--- src/rtl/snitch_dma_twod_splitter.sv ---
// Buffers 2D DMA transfer requests and unrolls each one into a stream of 1D bursts,
// tagging the final burst of every request with a last flag.
package snitch_dma_twod_splitter_pkg;

  localparam int unsigned AddrWidth = 64;
  localparam int unsigned IdWidth   = 6;

  typedef struct packed {
    logic [IdWidth-1:0]   id;
    logic [AddrWidth-1:0] src;
    logic [AddrWidth-1:0] dst;
    logic [AddrWidth-1:0] num_bytes;
    logic [3:0]           cache_src;
    logic [3:0]           cache_dst;
    logic [AddrWidth-1:0] stride_src;
    logic [AddrWidth-1:0] stride_dst;
    logic [AddrWidth-1:0] num_repetitions;
    logic [1:0]           burst_src;
    logic [1:0]           burst_dst;
    logic                 decouple_rw;
    logic                 deburst;
    logic                 is_twod;
  } twod_req_t;

  typedef struct packed {
    logic [IdWidth-1:0]   id;
    logic [AddrWidth-1:0] src;
    logic [AddrWidth-1:0] dst;
    logic [AddrWidth-1:0] num_bytes;
    logic [3:0]           cache_src;
    logic [3:0]           cache_dst;
    logic [1:0]           burst_src;
    logic [1:0]           burst_dst;
    logic                 decouple_rw;
    logic                 deburst;
    logic                 serialize;
  } burst_req_t;

endpackage

module snitch_dma_twod_splitter #(
  parameter int unsigned AddrWidth    = 64,
  parameter int unsigned IdWidth      = 6,
  parameter int unsigned ReqFifoDepth = 3,
  parameter type twod_req_t  = snitch_dma_twod_splitter_pkg::twod_req_t,
  parameter type burst_req_t = snitch_dma_twod_splitter_pkg::burst_req_t
) (
  input  logic       clk_i,
  input  logic       rst_ni,
  input  twod_req_t  twod_req_i,
  input  logic       twod_req_valid_i,
  output logic       twod_req_ready_o,
  output burst_req_t burst_req_o,
  output logic       burst_req_valid_o,
  input  logic       burst_req_ready_i,
  output logic       twod_req_last_o,
  output logic       busy_o
);

  localparam int unsigned PtrW = (ReqFifoDepth > 1) ? $clog2(ReqFifoDepth) : 1;
  localparam int unsigned CntW = $clog2(ReqFifoDepth + 1);

  typedef enum logic {IDLE, RUN} state_e;

  state_e               r_state, w_state_d;
  twod_req_t            r_mem [ReqFifoDepth];
  logic [PtrW-1:0]      r_wptr, r_rptr;
  logic [CntW-1:0]      r_count;
  burst_req_t           r_burst;
  logic [AddrWidth-1:0] r_stride_src, r_stride_dst, r_reps;

  logic                 w_empty, w_full, w_push, w_pop, w_run, w_hs, w_last_rep;
  twod_req_t            w_head;
  logic [IdWidth-1:0]   w_head_id;

  function automatic logic [PtrW-1:0] f_inc(input logic [PtrW-1:0] p);
    return (p == PtrW'(ReqFifoDepth - 1)) ? '0 : p + PtrW'(1);
  endfunction

  assign w_empty    = (r_count == '0);
  assign w_full     = (r_count == CntW'(ReqFifoDepth));
  assign w_push     = twod_req_valid_i && !w_full;
  assign w_head     = r_mem[r_rptr];
  assign w_head_id  = w_head.id;
  assign w_run      = (r_state == RUN);
  assign w_hs       = w_run && burst_req_ready_i;
  assign w_last_rep = (r_reps == AddrWidth'(1));
  // Reload on the final handshake so consecutive requests stream without a bubble.
  assign w_pop      = !w_empty && (!w_run || (w_hs && w_last_rep));

  assign twod_req_ready_o = !w_full;
  assign busy_o           = !w_empty || w_run;

  always_ff @(posedge clk_i) begin
    if (w_push) r_mem[r_wptr] <= twod_req_i;
  end

  always_ff @(posedge clk_i or negedge rst_ni) begin
    if (!rst_ni) begin
      r_wptr  <= '0;
      r_rptr  <= '0;
      r_count <= '0;
    end else begin
      if (w_push) r_wptr <= f_inc(r_wptr);
      if (w_pop)  r_rptr <= f_inc(r_rptr);
      case ({w_push, w_pop})
        2'b10:   r_count <= r_count + CntW'(1);
        2'b01:   r_count <= r_count - CntW'(1);
        default: r_count <= r_count;
      endcase
    end
  end

  always_ff @(posedge clk_i or negedge rst_ni) begin
    if (!rst_ni) r_state <= IDLE;
    else         r_state <= w_state_d;
  end

  always_comb begin
    w_state_d = r_state;
    case (r_state)
      IDLE:    if (!w_empty) w_state_d = RUN;
      RUN:     if (w_hs && w_last_rep && w_empty) w_state_d = IDLE;
      default: w_state_d = IDLE;
    endcase
  end

  always_comb begin
    burst_req_valid_o = 1'b0;
    burst_req_o       = '0;
    twod_req_last_o   = 1'b0;
    if (r_state == RUN) begin
      burst_req_valid_o = 1'b1;
      burst_req_o       = r_burst;
      twod_req_last_o   = w_last_rep;
    end
  end

  // r_burst holds the outgoing burst; its src/dst fields act as the walking addresses.
  always_ff @(posedge clk_i or negedge rst_ni) begin
    if (!rst_ni) begin
      r_burst      <= '0;
      r_stride_src <= '0;
      r_stride_dst <= '0;
      r_reps       <= '0;
    end else if (w_pop) begin
      r_burst.id          <= w_head_id;
      r_burst.src         <= w_head.src;
      r_burst.dst         <= w_head.dst;
      r_burst.num_bytes   <= w_head.num_bytes;
      r_burst.cache_src   <= w_head.cache_src;
      r_burst.cache_dst   <= w_head.cache_dst;
      r_burst.burst_src   <= w_head.burst_src;
      r_burst.burst_dst   <= w_head.burst_dst;
      r_burst.decouple_rw <= w_head.decouple_rw;
      r_burst.deburst     <= w_head.deburst;
      r_burst.serialize   <= 1'b0;
      r_stride_src        <= w_head.stride_src;
      r_stride_dst        <= w_head.stride_dst;
      r_reps              <= (w_head.is_twod && w_head.num_repetitions != '0)
                             ? w_head.num_repetitions : AddrWidth'(1);
    end else if (w_hs && !w_last_rep) begin
      r_burst.src <= r_burst.src + r_stride_src;
      r_burst.dst <= r_burst.dst + r_stride_dst;
      r_reps      <= r_reps - AddrWidth'(1);
    end
  end

endmodule

--- config.mk ---
export PLATFORM = sky130hd
export DESIGN_NAME = snitch_dma_twod_splitter
export DESIGN_NICKNAME = d
export VERILOG_FILES = /design/src/rtl/snitch_dma_twod_splitter.sv
export SDC_FILE = /design/constraint.sdc
export NUM_CORES = 2
export LEC_CHECK = 0
export CELL_PAD_IN_SITES_DETAIL_PLACEMENT = 1
export CELL_PAD_IN_SITES_GLOBAL_PLACEMENT = 2
export CORE_MARGIN = 8
export CORE_UTILIZATION = 40
export DETAILED_ROUTE_END_ITERATION = 7
export DONT_BUFFER_PORTS = 1
export PLACE_DENSITY = 0.83
export REMOVE_ABC_BUFFERS = 1
export SLEW_MARGIN = 20
export SYNTH_ARGS = -nofsm -noshare
export SYNTH_HDL_FRONTEND = slang
export SYNTH_SLANG_ARGS = --single-unit
--- constraint.sdc ---
create_clock -name clk_i -period 29 [get_ports clk_i]
set_input_delay 1.45 -clock clk_i [delete_from_list [all_inputs] [get_ports clk_i]]
set_output_delay 1.45 -clock clk_i [all_outputs]
set_load 0.02 [all_outputs]
==> Word level (Yosys, flattened, before mapping) <==
Memories as Yosys holds them, arrays and structs flattened.
Cells that the tools add are included.
{ "word_totals": {"out_inout_bits": 217, "ramBits": 1215, "input_bits": 409, "elab_cells": 65, "mem_count": 1, "reg_bits": 411} }
{ "classes": {"n_addsub": 7, "mux": 16, "bitwise": 1, "n_reduce_logical": 17, "n_eq_ne": 6} }
{ "mem_list": {"columns": ["name", "words", "word_bits", "read_ports", "rd_clocked_by_memory_dff", "wr", "line", "text"], "rows": [
  ["r_mem", 3, 405, 1, 0, 1, "66", "twod_req_t r_mem [ReqFifoDepth];"]
]} }
{ "op_table": {"columns": ["operator", "count"], "rows": [
  ["128-bit 2-to-1 mux", 2],
  ["213-bit 2-to-1 mux", 1],
  ["64-bit 2-to-1 mux", 3],
  ["64-bit adder", 2],
  ["64-bit by 1-bit equality test with 1-bit output (second input constant)", 1],
  ["64-bit nonzero test", 1],
  ["64-bit by 1-bit subtractor with 64-bit output (second input constant)", 1],
  ["2-bit equality test (second input constant)", 4],
  ["1-bit logical AND", 7],
  ["2-bit by 1-bit adder with 2-bit output (second input constant)", 3],
  ["1-bit 2-to-1 mux", 6],
  ["1-bit logical NOT", 4],
  ["2-bit 2-to-1 mux", 2],
  ["2-bit case mux with 2 select lines", 1],
  ["2-bit nonzero test", 2],
  ["2-bit by 1-bit equality test with 1-bit output (second input constant)", 1],
  ["2-bit logical NOT", 1],
  ["1-bit logical OR", 2],
  ["1-bit case mux with 2 select lines", 1],
  ["2-bit by 1-bit subtractor with 2-bit output (second input constant)", 1],
  ["1-bit inverter", 1]
]} }

==> Logic depth before layout (Yosys ltp) <==
{ "logic_depth": {"ltp_word": 6, "ltp_mapped": 14, "depth_no_buf": 12} }

==> Least setup slack after synthesis <==
OpenSTA, ideal clock, no wires.
{ "synth_path": {"path_type": "input port to flip-flop", "startpoint": "in twod_req_valid_i", "endpoint": "mem r_mem[1][0] (netlist name) (enable)", "stages": 2, "n_path_buf": 0, "required_time_ns": 27.246, "path_slack_ns": -3.674, "arrival_time_ns": 30.920, "setup_ns": 1.754, "cell_sequence": "nand2_1 nor3b_1"} }
{ "synth_between": {"elab_chain_cells": 3} }
{ "synth_lines": {"columns": ["item", "line", "text"], "rows": [
  ["start, declared", "51", "input logic twod_req_valid_i,"],
  ["1-bit logical AND", "82", "assign w_push = twod_req_valid_i && !w_full;"],
  ["1-bit 2-to-1 mux", "95", "if (w_push) r_mem[r_wptr] <= twod_req_i;"],
  ["1-bit 2-to-1 mux (not written as such)", "95", null],
  ["end, declared", "66", null]
]} }
Every way passes these cells.

==> Worst setup path after layout <==
{ "layout_path": {"startpoint": "reg r_rptr[0]", "endpoint": "reg r_reps[23]"} }
{ "layout_between": {"elab_chain_cells": 5} }
{ "layout_lines": {"columns": ["item", "line", "text"], "rows": [
  ["start, declared", "67", "logic [PtrW-1:0] r_wptr, r_rptr;"],
  ["start signal, assigned", "105", "if (w_pop) r_rptr <= f_inc(r_rptr);"],
  ["memory read 3 x 405 bit (*)", null, null],
  ["64-bit nonzero test", "160", "r_reps <= (w_head.is_twod && w_head.num_repetitions != '0)"],
  ["1-bit logical AND", "160", null],
  ["64-bit 2-to-1 mux (*)", "161", "? w_head.num_repetitions : AddrWidth'(1);"],
  ["64-bit 2-to-1 mux (*)", "146", "end else if (w_pop) begin"],
  ["end signal, assigned", "160", null],
  ["end signal, assigned", "165", "r_reps <= r_reps - AddrWidth'(1);"],
  ["end, declared", "70", "logic [AddrWidth-1:0] r_stride_src, r_stride_dst, r_reps;"]
]} }
Every way passes the cells marked *; elsewhere a longest branch is shown, timed or not.
A chain may end at the register's enable or synchronous reset.

==> run summary <==
The logs give 5 for the first-pass detailed-route iteration total and 626 for the number of ports placed on the die boundary. Routability-driven placement finished with a final weighted congestion of 0.8747. Count of unique library cells instantiated by Yosys: 87. The quantity of gates resized following cts came out at 0. The post-route clock skew is 50.36 ps, and the placed instance count is 7,752.

The via count of the first global-routing pass was 48,720. The largest single stage delay on the critical path is 870 ps. Setup violations remaining at the end of the flow were counted as 0. Once detail routing completed, the nets flagged for antenna violations numbered 0. The number of buffers inserted by port buffering came out at 0. The worst setup path is of the flop to flop kind. The filler cells instantiated in the layout total 18,020. The proportion of netlist area held by the largest area contributor is 0.5136, and the static leakage power is 28.19 nW. The largest fanout on the critical path was 105; the initial antenna violation count was 36. The die area is 191,300 um2, and the worst relative slew slack is -0.02481. The transition at the pin with the smallest max-transition slack is 1537 ps, and the net switching power is 1.469 mW.

The longest clock path from root to sink contains 3 buffers. The clock buffer count from CTS came out at 174. In this run the post-CTS setup repair buffer count came out at 0.

Most used flip-flop cell after synthesis: sky130_fd_sc_hd__edfxtp_1. Peak ir drop on the vdd network: 53.78 uV. The internal portion of total power is 4.374 mW. The fraction of power consumed by combinational cells was 0.089; the area share of fa/ha/maj cells after synthesis was 0.02329.

Kind of end point of the critical path: a flop. For the proportion of power drawn by the clock network, the log shows 0.397. The fraction of the yosys area taken by sequential cells came out at 0.6584. CTS placed an instance of sky130_fd_sc_hd__clkbuf_16 at the clock tree root. In the final design database the tool counted 6,128 nets. The die span in y came out at 437.4 um.

The worst setup path is launched from a flop. Compared with the post-synthesis result, the final layout area differs by 12.00%. The ratio of total power to cell area is 73.44 nW/um2. Among cell families on the critical path, the largest total delay comes from buffers and inverters. Dividing the detail-routed wire length by the instance count gives 26.81 um. The checks that failed: max-slew violations.

The source of the critical timing path is r_rptr[0]. Setup repair after global routing left no endpoint under its margin. Clock-pin slew was measured on the worst setup and hold paths at 60 ps. The placeable core region was 176,300 um2; the fraction of the cycle the final worst path needs was 0.2120. The flow ran to the end, but the final reports show violations. Synthesis produced a netlist whose cell count is 5,686. The final period demand of the worst path was 6148 ps. Walking the worst path, the cells encountered are buf_4, buf_12, mux2_2, mux2i_1, nand4_1, nor4_1, nand4_1, o2111ai_4, buf_4, nor2_1, or2_2, a21oi_1, nor2_1. TritonCTS built the clock tree. The run gives 47 as the number of pins with negative max-slew slack in the final report. The xor/xnor share of the synthesized area works out to 0.01344. The startpoint identified for the worst register-to-register timing path is r_rptr[0]. Ranked by total cell area, the synthesized netlist is headed by sky130_fd_sc_hd__edfxtp_1, sky130_fd_sc_hd__dfrtp_1, sky130_fd_sc_hd__mux2i_1.

The register bit total from synthesis was 1,626. The count of hold buffers inserted by post-cts repair is 0. The floorplan has 154 rows. Fraction of synthesis flops using an asynchronous set or reset pin: 0.2528. The first global-routing pass estimated 322.4 mm of wire.

For this run, the number of Yosys warnings is 0. The first routing iteration left 2,807 violations. Dividing the synthesized area by the synthesized cell count gives 12.49 um2.

The clock latency on the worst-skew pair was 840 ps; the number of buffer and inverter instances along the worst setup path was 3. The register area is 46,780 um2, and the half-perimeter wire length after detailed placement is 145.7 mm. The tree built by TritonCTS fans out to 1,626 sinks. The final hold violation count came out at 0.

Entering global routing, the biggest net connects 412 pins. The area share of and/or/nand/nor cells after synthesis was 0.1023; the fmax was 162.7 MHz. The number of standard cells in the layout, taps in and fillers out came out at 8,158. For this block, the routed nets add up to 218.7 mm of wire.

After detailed routing, the number of vias per cell comes to 5.656. The biggest area consumer among synthesized cells is sky130_fd_sc_hd__edfxtp_1. For the CTS H-tree depth, the log shows 4.

The critical path's slowest cell is sky130_fd_sc_hd__nor4_1. The fraction of power spent switching nets is 0.2514. For the final routed database, the setup TNS stands at 0 ps. The ratio of cells with drive above 1 in the final layout is 0.07892. The total overflow left after global routing is 0. The synthesized netlist occupies a cell area of 71,030 um2. Power share of the sequential group: 0.514. The mux share of post-synthesis cell area is 0.06082, and the number of remaining DRC errors is 0. The compound-cell area share of the yosys netlist is 0.1208. The number of flops mapped to enable cells by yosys is 1,215.

In this run the worst hold path is classified as input port to async pin. The routed via count came out at 46,140. The effective utilization at floorplan was 0.4029. Max-cap violations in this run came to 0.

The critical path required time is 29,690 ps. The largest family of logic cells by synthesized area was compound AO/OA/AOI/OAI gates. The run gives 6840 ps as the endpoint arrival time on the critical path. From left edge to right edge, the die measures 437.4 um. In the final layout, the multi-input gates occupy 22,870 um2. The overall global routing resource usage came out at 0.2214.
-- flip-flops by register name (all words and copies together), names as in the netlist --
register and flops:
r_count 2, r_reps 64, r_stride_dst 64, r_stride_src 64, r_mem 1215, r_burst 212, r_wptr 2, r_state 1
r_rptr 2
-- metrics by stage --
step / power [mW] / instance area (um2) / utilization / hold slack, ps / setup slack (ps)
2_1_floorplan: 3.772 / 69760 / - / 426.0 / -3674
3_3_place_gp: 3.550 / 73320 / 0.4159 / 428.1 / 22900
3_5_place_dp: 3.581 / 73320 / 0.4159 / 443.1 / 22910
4_1_cts: 5.909 / 79360 / 0.4501 / 278.0 / 22900
5_1_grt: 6.040 / 79530 / 0.4511 / 313.4 / 22510
6_report: 5.842 / 79560 / 0.4512 / 393.2 / 22850
-- metal layers --
layer  global-route usage  vias up  wire, um  share of wire
met3              0.05694      353     13330          0.061
li1                     -    20940         -              -
met5                    0        -        92        0.00042
met1               0.2592    23720     85330           0.39
met2               0.3785     1118    110000           0.50
met4               0.1093       12     10050          0.046
-- worst register-to-register path, cell delays in order (launching register included) --
cell and delay (ps):
sky130_fd_sc_hd__dfrtp_4 810, sky130_fd_sc_hd__buf_4 740, sky130_fd_sc_hd__buf_12 650, sky130_fd_sc_hd__mux2_2 560
sky130_fd_sc_hd__mux2i_1 210, sky130_fd_sc_hd__nand4_1 390, sky130_fd_sc_hd__nor4_1 870, sky130_fd_sc_hd__nand4_1 270
sky130_fd_sc_hd__o2111ai_4 150, sky130_fd_sc_hd__buf_4 730, sky130_fd_sc_hd__nor2_1 140, sky130_fd_sc_hd__or2_2 320
sky130_fd_sc_hd__a21oi_1 140, sky130_fd_sc_hd__nor2_1 50
-- placed cells by master (no fill, tap or decap), types with 12 or more instances in the layout --
cell                         count
sky130_fd_sc_hd__ha_1          129
sky130_fd_sc_hd__clkbuf_1       32
sky130_fd_sc_hd__nor3_1         49
sky130_fd_sc_hd__o22ai_1        27
sky130_fd_sc_hd__o22a_1         17
sky130_fd_sc_hd__clkbuf_16     175
sky130_fd_sc_hd__a21oi_1       475
sky130_fd_sc_hd__a22oi_1        26
sky130_fd_sc_hd__edfxtp_1     1215
sky130_fd_sc_hd__o21ai_0       459
sky130_fd_sc_hd__nand2_1       497
sky130_fd_sc_hd__a21o_1         83
sky130_fd_sc_hd__and2_1        220
sky130_fd_sc_hd__mux2_2         77
sky130_fd_sc_hd__a31oi_1        53
sky130_fd_sc_hd__o21a_1         28
sky130_fd_sc_hd__a221oi_1       66
sky130_fd_sc_hd__xor2_1         41
sky130_fd_sc_hd__xnor2_1        68
sky130_fd_sc_hd__nand2b_1       20
sky130_fd_sc_hd__inv_1          54
sky130_fd_sc_hd__nand3_1        56
sky130_fd_sc_hd__nand4_1        58
sky130_fd_sc_hd__clkinvlp_4     13
sky130_fd_sc_hd__o21bai_1       26
sky130_fd_sc_hd__clkbuf_8       12
sky130_fd_sc_hd__diode_2        78
sky130_fd_sc_hd__o31ai_1        18
sky130_fd_sc_hd__o211ai_1       27
sky130_fd_sc_hd__and3_1         25
sky130_fd_sc_hd__mux2i_1       345
sky130_fd_sc_hd__nor2_1        528
sky130_fd_sc_hd__nor4_1         20
sky130_fd_sc_hd__clkinv_2       28
sky130_fd_sc_hd__buf_4          55
sky130_fd_sc_hd__clkinv_1       27
sky130_fd_sc_hd__bufinv_16      21
sky130_fd_sc_hd__dfrtp_1       408
sky130_fd_sc_hd__a211oi_1       36
sky130_fd_sc_hd__or3_1          15
-- synthesized netlist by cell type (all sizes together), types with 7 or more instances --
master / instances
nand3: 59
o22ai: 27
a21boi: 13
nand2: 498
o211ai: 27
o21bai: 26
a21oi: 475
o31ai: 18
nand2b: 20
or4: 9
xor2: 41
o2111ai: 7
mux2i: 345
a22oi: 27
a31oi: 53
o21ai: 467
nor4: 24
buf: 61
ha: 129
mux2: 77
o22a: 17
a41oi: 7
o21a: 28
xnor2: 68
a221oi: 66
nor2: 530
nor3: 51
and3: 25
or2: 18
nor2b: 10
a21o: 83
clkbuf: 274
or3: 16
nand4: 58
and2: 221
nor3b: 10
a211oi: 36
inv: 55
dfrtp: 411
edfxtp: 1215
and4: 8
a22o: 8
-- cells by family after synthesis --
logic type / count (synthesis)
other cells: 1
compound gates: 1438
buf+inv: 390
fa+ha+maj: 131
mux: 422
simple gates: 1569
flops: 1626
xor+xnor: 109
-- area by class of cell --
type | instances | share of cell area
clock inverters | 109 | 0.01728
inverters | 55 | 0.002689
flip-flops and latches | 1626 | 0.5880
clock buffers | 219 | 0.05863
diodes | 78 | 0.002453
well taps | 2340 | 0.03680
repair buffers | 61 | 0.006700
multi-input cells | 3670 | 0.2874
-- power by group through the flow --
stage	registers (mW)	logic, mW	clock network (mW)
2_1_floorplan	3.43	0.341	0
3_3_place_gp	3.03	0.521	0
3_5_place_dp	3.05	0.532	0
5_1_grt	3.03	0.570	2.44
4_1_cts	3.01	0.537	2.37
6_report	3.00	0.521	2.32
-- worst paths after layout --
check                                    to  slack (ps)  cells past startpoint
max                              r_reps[23]       22850                     13
min                        r_stride_dst[47]         390                      0
max reg2reg                      r_reps[23]       22850                     13
min reg2reg                r_stride_src[12]         450                      2
max in group asynchronous           r_state       27260                      0
min in group clk_i         r_stride_src[12]         450                      2
Note: power is estimated with default switching activity, not from simulation.
